===== config.mk =====
export PLATFORM = sky130hd
export DESIGN_NAME = a429_wb_host
export DESIGN_NICKNAME = d
export VERILOG_FILES = /design/src/rtl/a429_wb_host_pkg.sv /design/src/rtl/a429_wb_xfer.sv /design/src/rtl/a429_wb_host.sv
export SDC_FILE = /design/constraint.sdc
export NUM_CORES = 1
export LEC_CHECK = 0
export ABC_AREA = 1
export CAP_MARGIN = 20
export CORE_AREA = 2 2 119 121
export CTS_CLUSTER_DIAMETER = 80
export DETAILED_ROUTE_END_ITERATION = 7
export DIE_AREA = 0 0 121 123
export MAX_ROUTING_LAYER = met4
export PLACE_DENSITY_LB_ADDON = 0.1
export SLEW_MARGIN = 20
export SYNTH_ARGS = -nofsm -noshare
export SYNTH_HDL_FRONTEND = slang
export SYNTH_SLANG_ARGS = --single-unit

===== constraint.sdc =====
create_clock -name clk_i -period 1.7 [get_ports clk_i]
set_input_delay 0.255 -clock clk_i [delete_from_list [all_inputs] [get_ports clk_i]]
set_output_delay 0.255 -clock clk_i [all_outputs]
set_load 0.1 [all_outputs]

===== src/rtl/a429_wb_host_pkg.sv =====
// Shared definitions for the ARINC429 Wishbone host: FSM encoding, default
// register map, status bit positions and control-register field layout.
package a429_wb_host_pkg;

  typedef enum logic [2:0] {
    S_IDLE,
    S_CFG,
    S_POLL,
    S_DECIDE,
    S_RXRD,
    S_TXWR,
    S_GAP
  } state_t;

  localparam logic [1:0] A429_ADR_CTRL = 2'd0;
  localparam logic [1:0] A429_ADR_STAT = 2'd1;
  localparam logic [1:0] A429_ADR_TXD  = 2'd2;
  localparam logic [1:0] A429_ADR_RXD  = 2'd3;

  localparam int A429_STAT_TXFL_BIT = 0;
  localparam int A429_STAT_RXET_BIT = 1;

  // Control register fields
  localparam int CTRL_TX_EN_BIT = 0;
  localparam int CTRL_RX_EN_BIT = 1;
  localparam int CTRL_TX_HI_BIT = 2;
  localparam int CTRL_RX_HI_BIT = 3;
  localparam int CTRL_LOOP_BIT  = 4;

  localparam logic [31:0] A429_CTRL_INIT = 32'h0000_000F;

endpackage


===== src/rtl/a429_wb_xfer.sv =====
// Single-transfer Wishbone engine: registered request, ack capture and
// ack timeout; reports completion as one-cycle done/err pulses.
module a429_wb_xfer #(
  parameter int ACK_TIMEOUT = 255
) (
  input  logic        clk,
  input  logic        rst_n,
  input  logic        start,
  input  logic [1:0]  req_adr,
  input  logic        req_wnr,
  input  logic [31:0] req_dat,
  input  logic        ack,
  output logic        stb,
  output logic [1:0]  adr,
  output logic        wnr,
  output logic [31:0] dat,
  output logic        done,
  output logic        err
);

  localparam logic [9:0] TO_LAST = 10'(ACK_TIMEOUT - 1);

  logic [9:0] cnt;

  always_ff @(posedge clk or negedge rst_n) begin
    if (!rst_n) begin
      stb  <= 1'b0;
      adr  <= 2'd0;
      wnr  <= 1'b0;
      dat  <= 32'd0;
      done <= 1'b0;
      err  <= 1'b0;
      cnt  <= 10'd0;
    end else begin
      done <= 1'b0;
      err  <= 1'b0;
      if (stb) begin
        // An ack on the final counted cycle still wins over the timeout.
        if (ack) begin
          stb  <= 1'b0;
          done <= 1'b1;
        end else if (cnt == TO_LAST) begin
          stb <= 1'b0;
          err <= 1'b1;
        end else begin
          cnt <= cnt + 10'd1;
        end
      end else if (start) begin
        stb <= 1'b1;
        adr <= req_adr;
        wnr <= req_wnr;
        dat <= req_dat;
        cnt <= 10'd0;
      end
    end
  end

endmodule


===== src/rtl/a429_wb_host.sv =====
// Autonomous Wishbone initiator: configures an ARINC429 controller, polls its
// status and moves words between local TX/RX streams and the controller FIFOs.
module a429_wb_host
  import a429_wb_host_pkg::*;
#(
  parameter logic [31:0] CTRL_INIT     = A429_CTRL_INIT,
  parameter logic [1:0]  ADR_CTRL      = A429_ADR_CTRL,
  parameter logic [1:0]  ADR_STAT      = A429_ADR_STAT,
  parameter logic [1:0]  ADR_TXD       = A429_ADR_TXD,
  parameter logic [1:0]  ADR_RXD       = A429_ADR_RXD,
  parameter int          STAT_TXFL_BIT = A429_STAT_TXFL_BIT,
  parameter int          STAT_RXET_BIT = A429_STAT_RXET_BIT,
  parameter int          POLL_GAP      = 16,
  parameter int          ACK_TIMEOUT   = 255
) (
  input  logic        clk_i,
  input  logic        rst_i,
  input  logic        en_i,
  output logic        cyc_o,
  output logic        stb_o,
  output logic [1:0]  adr_o,
  output logic        wnr_o,
  output logic [31:0] dat_o,
  input  logic [31:0] dat_i,
  input  logic        ack_i,
  input  logic        irq_i,
  input  logic        tx_vld_i,
  input  logic [31:0] tx_dat_i,
  output logic        tx_rdy_o,
  output logic        rx_vld_o,
  output logic [31:0] rx_dat_o,
  input  logic        rx_rdy_i,
  output logic        busy_o,
  output logic        err_o
);

  localparam logic [7:0] GAP_LAST = 8'(POLL_GAP - 1);

  state_t      state;
  logic        en_q, armed, rr_tx, err_q;
  logic        hold_full, out_full, txfl, rxet;
  logic [31:0] hold_dat, out_dat;
  logic [7:0]  gap_cnt;

  logic        start, req_wnr, x_stb, x_done, x_err;
  logic [1:0]  req_adr;
  logic [31:0] req_dat;
  logic        en_rise, ack_hit, rx_ok, tx_ok, pick_rx, pick_tx, gap_end;

  assign en_rise = en_i & ~en_q;
  assign ack_hit = x_stb & ack_i;
  assign rx_ok   = ~rxet & ~out_full;
  assign tx_ok   = hold_full & ~txfl;
  assign pick_rx = rx_ok & (~tx_ok | ~rr_tx);
  assign pick_tx = tx_ok & ~pick_rx;
  assign gap_end = irq_i | (gap_cnt == GAP_LAST);

  assign cyc_o    = x_stb;
  assign stb_o    = x_stb;
  assign busy_o   = (state != S_IDLE);
  assign err_o    = err_q;
  assign tx_rdy_o = ~hold_full & en_i & armed;
  assign rx_vld_o = out_full;
  assign rx_dat_o = out_dat;

  // Requests are launched on the transition edge so stb is high in the
  // first cycle of each bus state.
  always_comb begin
    start   = 1'b0;
    req_adr = ADR_STAT;
    req_wnr = 1'b0;
    req_dat = CTRL_INIT;
    case (state)
      S_IDLE: if (en_rise) begin
        start   = 1'b1;
        req_adr = ADR_CTRL;
        req_wnr = 1'b1;
      end
      S_CFG, S_RXRD, S_TXWR: start = x_done;
      S_DECIDE: if (en_i) begin
        if (pick_rx) begin
          start   = 1'b1;
          req_adr = ADR_RXD;
        end else if (pick_tx) begin
          start   = 1'b1;
          req_adr = ADR_TXD;
          req_wnr = 1'b1;
          req_dat = hold_dat;
        end
      end
      S_GAP: start = en_i & gap_end;
      default: ;
    endcase
  end

  a429_wb_xfer #(.ACK_TIMEOUT(ACK_TIMEOUT)) u_xfer (
    .clk     (clk_i),
    .rst_n   (rst_i),
    .start   (start),
    .req_adr (req_adr),
    .req_wnr (req_wnr),
    .req_dat (req_dat),
    .ack     (ack_i),
    .stb     (x_stb),
    .adr     (adr_o),
    .wnr     (wnr_o),
    .dat     (dat_o),
    .done    (x_done),
    .err     (x_err)
  );

  always_ff @(posedge clk_i or negedge rst_i) begin
    if (!rst_i) begin
      state   <= S_IDLE;
      en_q    <= 1'b0;
      armed   <= 1'b0;
      rr_tx   <= 1'b0;
      err_q   <= 1'b0;
      gap_cnt <= 8'd0;
    end else begin
      en_q  <= en_i;
      armed <= 1'b1;
      if (en_rise) err_q <= 1'b0;
      if (x_err) begin
        state <= S_IDLE;
        err_q <= 1'b1;
      end else begin
        case (state)
          S_IDLE: if (en_rise) state <= S_CFG;
          S_CFG, S_RXRD, S_TXWR: if (x_done) state <= S_POLL;
          S_POLL: if (x_done) state <= S_DECIDE;
          S_DECIDE: begin
            if (!en_i) begin
              state <= S_IDLE;
            end else if (pick_rx) begin
              state <= S_RXRD;
              rr_tx <= 1'b1;
            end else if (pick_tx) begin
              state <= S_TXWR;
              rr_tx <= 1'b0;
            end else begin
              state   <= S_GAP;
              gap_cnt <= 8'd0;
            end
          end
          S_GAP: begin
            if (!en_i)        state   <= S_IDLE;
            else if (gap_end) state   <= S_POLL;
            else              gap_cnt <= gap_cnt + 8'd1;
          end
          default: state <= S_IDLE;
        endcase
      end
    end
  end

  // Local stream slots; a bus transfer on a slot and its local handshake
  // can never coincide because DECIDE only picks a slot in the opposite state.
  always_ff @(posedge clk_i or negedge rst_i) begin
    if (!rst_i) begin
      hold_full <= 1'b0;
      hold_dat  <= 32'd0;
      out_full  <= 1'b0;
      out_dat   <= 32'd0;
      txfl      <= 1'b0;
      rxet      <= 1'b1;
    end else begin
      if (tx_vld_i && tx_rdy_o) begin
        hold_full <= 1'b1;
        hold_dat  <= tx_dat_i;
      end else if (state == S_TXWR && ack_hit) begin
        hold_full <= 1'b0;
      end
      if (rx_vld_o && rx_rdy_i) begin
        out_full <= 1'b0;
      end else if (state == S_RXRD && ack_hit) begin
        out_full <= 1'b1;
        out_dat  <= dat_i;
      end
      if (state == S_POLL && ack_hit) begin
        txfl <= dat_i[STAT_TXFL_BIT];
        rxet <= dat_i[STAT_RXET_BIT];
      end
    end
  end

endmodule

==> run_results.csv <==
group,metric,value,unit
synth,ys_ff_latch,131,
global_route,grt_start_max_net_pins,41,
layout,layout.cells.non_filler,915,
synth,yosysUniqueCellTypes,30,
timing,final-setup-viol-count,1,
clock_tree,cts.sinks,131,
status,status,"finished, violations left",
detailed_routing,drt_iter0_markers,197,
layout,syn_to_final_growth,62.9,%
synth,synth_nets,608,
synth,yosysMostFrequentCell,"nand2_1",
synth,yosysTopAreaCellShare,56.5,%
detailed_routing,vias,4493,
detailed_routing,viasPerCell,4.91,
synth,synth_area_leaders,"dfrtp_1, mux2_2, nand2_1",
timing,fin_crit_sh,100,%
synth,syn-cell-area,5750,sq um
setup_path,crit_path_end_kind,"flop",
die,design.portCount,144,
detailed_routing,wl_per_cell,16.0,microns
pwr,power.density,1870,nW/um^2
global_route,grt_util_all_layers,19.7,%
timing,clock_skew,0.00529,ns
timing,timing.final.ws_setup,-0.00312,ns
timing,slew_violations,0,
clock_tree,clock_latency,0.42,ns
placement,gp_congestion,0.842,
detailed_routing,dr.pass1.iters,4,
setup_path,crit_slowest_cell,"dfrtp_4",
synth,synth_largest_area_cell,"dfrtp_1",
die,die_h,123,microns
placement,hpwl,9610,microns
pwr,peakVddDrop,0.888,mV
setup_path,required,2.01,ns
setup_path,worstPathCellList,"inv_2 > nand2_2 > nand2_2 > nand3_2 > nand2_1 > nand2_2 > nand2_4 > nand2_8 > clkbuf_16 > nand2_1 > o21ai_2",
timing,period_needed,1.70,ns
synth,synthFlopType,"dfrtp_1",
pwr,power,0.0175,W
synth,ys_warn_count,0,
synth,syn_area_per_cell,10.8,sq um
clock_tree,cts_root_buf,"clkbuf_16",
layout,drive_gt1_share,43.4,%
detailed_routing,routed_wirelength,14600,microns
layout,n_antenna_cell,0,
clock_tree,cts_tree,"done",
die,rows,43,
setup_path,cp_common_cell,"nand2_2",
global_route,grt_pass1_wl,22000,microns
status,failed_checks,"setup timing",
clock_tree,htreeDepth,4,
global_route,grt_antenna_before_repair,0,
timing,rsz0062_at_grt,"yes",
layout,nNetsFinal,797,
detailed_routing,post-route-drc-count,0,
timing,tightest_slew,0.585,ns
clock_tree,path_clk_slew,0.06,ns
global_route,grt_pass1_vias,4468,
die,start_util,42.3,%
placement,dp_cells,868,
clock_tree,clock_path_buffers,2,
clock_tree,cts_inserted_buffers,17,
synth,seq_area_frac_synth,57.0,%
layout,fillers,981,
setup_path,start_kind,"flop",
timing,fmax,587,MHz
die,die_x,121,microns
synth,synth_common_cells,"nand2_1, dfrtp_1, mux2_2, nand3_1, o21ai_2",
setup_path,crit_type,"reg -> reg",
min_path,worst_hold_path_type,"in -> async",
detailed_routing,ant_nets,0,
pwr,p_leak,4.27,nW
setup_path,cpPeakStageDelay,0.50,ns
global_route,globalRouteOverflowTotal,0,
timing,hold_viol_final,0,
setup_path,cp_data_arrival_time,2.01,ns
synth,synth-edff-count,0,
die,die_area,14900,sq um
flow_run,drv_cap,0,
setup_path,path_max_fanout,8,
timing,relSlewSlack,61.0,%
synth,async_reset_ff_share,100,%
die,core_region_area,13600,sq um
synth,syn_inst,534,
placement,io_buffers,143,
==> cell usage in the layout, fill, tap and decap left out, types with 2 or more instances in the layout <==
master / n
or2_2: 6
xor2_1: 2
o21ai_2: 33
bufinv_16: 3
nand2_8: 2
clkinv_2: 4
clkbuf_1: 2
nand3_2: 14
buf_4: 31
ha_1: 2
clkbuf_16: 23
inv_1: 24
clkinvlp_4: 3
inv_2: 6
mux2_2: 57
nand2_1: 109
nor3_4: 2
nor2_1: 18
nor3_1: 2
dfrtp_1: 126
dfrtp_2: 2
clkbuf_8: 2
nand2_2: 27
o21ai_0: 13
dfrtp_4: 2
nand3_1: 22
xnor2_1: 4
nand2_4: 10
o21ai_1: 6
buf_12: 82
nor2_2: 2
nor2_4: 2
clkdlybuf4s50_1: 69
mux2_1: 4
a21oi_1: 4
nand4_1: 7
==> worst max-delay path, delay by kind of cell, from the launching register on <==
family	cells	cell delay, ns
and+or+nand+nor	8	0.77
AOI/OAI and AO/OA	1	0.06
buffers and inverters	2	0.26
DFF	1	0.50
==> per-layer routing <==
| metal | GRT usage, % | routed length (microns) | vias to the layer above |
|---|---|---|---|
| met5 | - | 0 | - |
| met4 | 8.21 | 350 | 0 |
| met3 | 5.44 | 761 | 24 |
| met2 | 31.2 | 7360 | 119 |
| met1 | 23.8 | 6130 | 2204 |
| li1 | - | - | 2146 |
==> logic make-up (layout without fill, tap and decap cells) <==
logic type	Yosys count	after routing	synth area share, %
AO/OA/AOI/OAI	58	58	7.20
buffers and inverters	52	252	5.35
AND/OR/NAND/NOR	222	223	16.9
flip-flops	131	131	57.0
adder cells (fa/ha/maj)	3	3	0.652
XOR/XNOR	6	6	0.913
multiplexers	61	61	11.9
other	1	1	0.0652
==> timing repair <==
item,CTS,global route
gates cloned,0,8
endpoints found under the setup margin,46,55
hold buffers,1,0
gates resized for setup,5,61
setup buffers,1,6
pin swaps,1,6
endpoints found under the hold margin,34,0
==> final cells by class <==
class	instances	area (sq um)	area share [%]
repair buffers	190	2740	29.2
flip-flops and latches	131	3290	35.1
clock inverters	10	133	1.41
inverters	31	119	1.27
well taps	180	225	2.40
multi-input cells	352	2410	25.7
clock buffers	21	460	4.91
==> report_power, final <==
group | switching (W) | internal [W]
Clock | 0.00131 | 0.00236
Combinational | 0.00544 | 0.00346
Sequential | 0.000837 | 0.00409
Total | 0.00759 | 0.00991
==> stage by stage <==
step	cell area [sq um]	utilization, %	worst slack (ns)	TNS (ns)	hold WS, ns
global placement	8320	61.1	-0.0936	-7.01	0.283
detailed placement	8320	61.1	-0.117	-7.77	0.293
CTS	8950	65.7	0.00826	0	0.404
floorplan	5800	-	0.00584	0	-0.0406
finish	9380	68.9	-0.00312	-0.00312	0.376
global route	9380	68.9	-0.0876	-2.16	0.422
==> final timing paths <==
path                                          startpoint                         to  slack (ns)  cells after the start
worst max-delay path                rx_vld_o$_DFFE_PN0P_  u_xfer.dat[8]$_DFFE_PN0P_      -0.003                     11
worst min-delay path                               rst_i   rx_dat_o[28]$_DFFE_PN0P_        0.38                      2
worst max register to register      rx_vld_o$_DFFE_PN0P_  u_xfer.dat[8]$_DFFE_PN0P_      -0.003                     11
worst min register to register  hold_dat[10]$_DFFE_PN0P_   hold_dat[10]$_DFFE_PN0P_        0.50                      1
max in group asynchronous                          rst_i  u_xfer.cnt[5]$_DFFE_PN0P_        0.68                      3
min in group clk_i                              dat_i[1]           rxet$_DFFE_PN1P_        0.42                      3
==> sequential cells by signal, indices dropped and copies added (netlist names), 2 cells and up <==
| name | flops |
|---|---|
| hold_dat | 32 |
| rx_dat_o | 32 |
| u_xfer.dat | 32 |
| u_xfer.cnt | 10 |
| gap_cnt | 8 |
| state | 3 |
| u_xfer.adr | 2 |
Note: power is estimated with default switching activity, not from simulation.
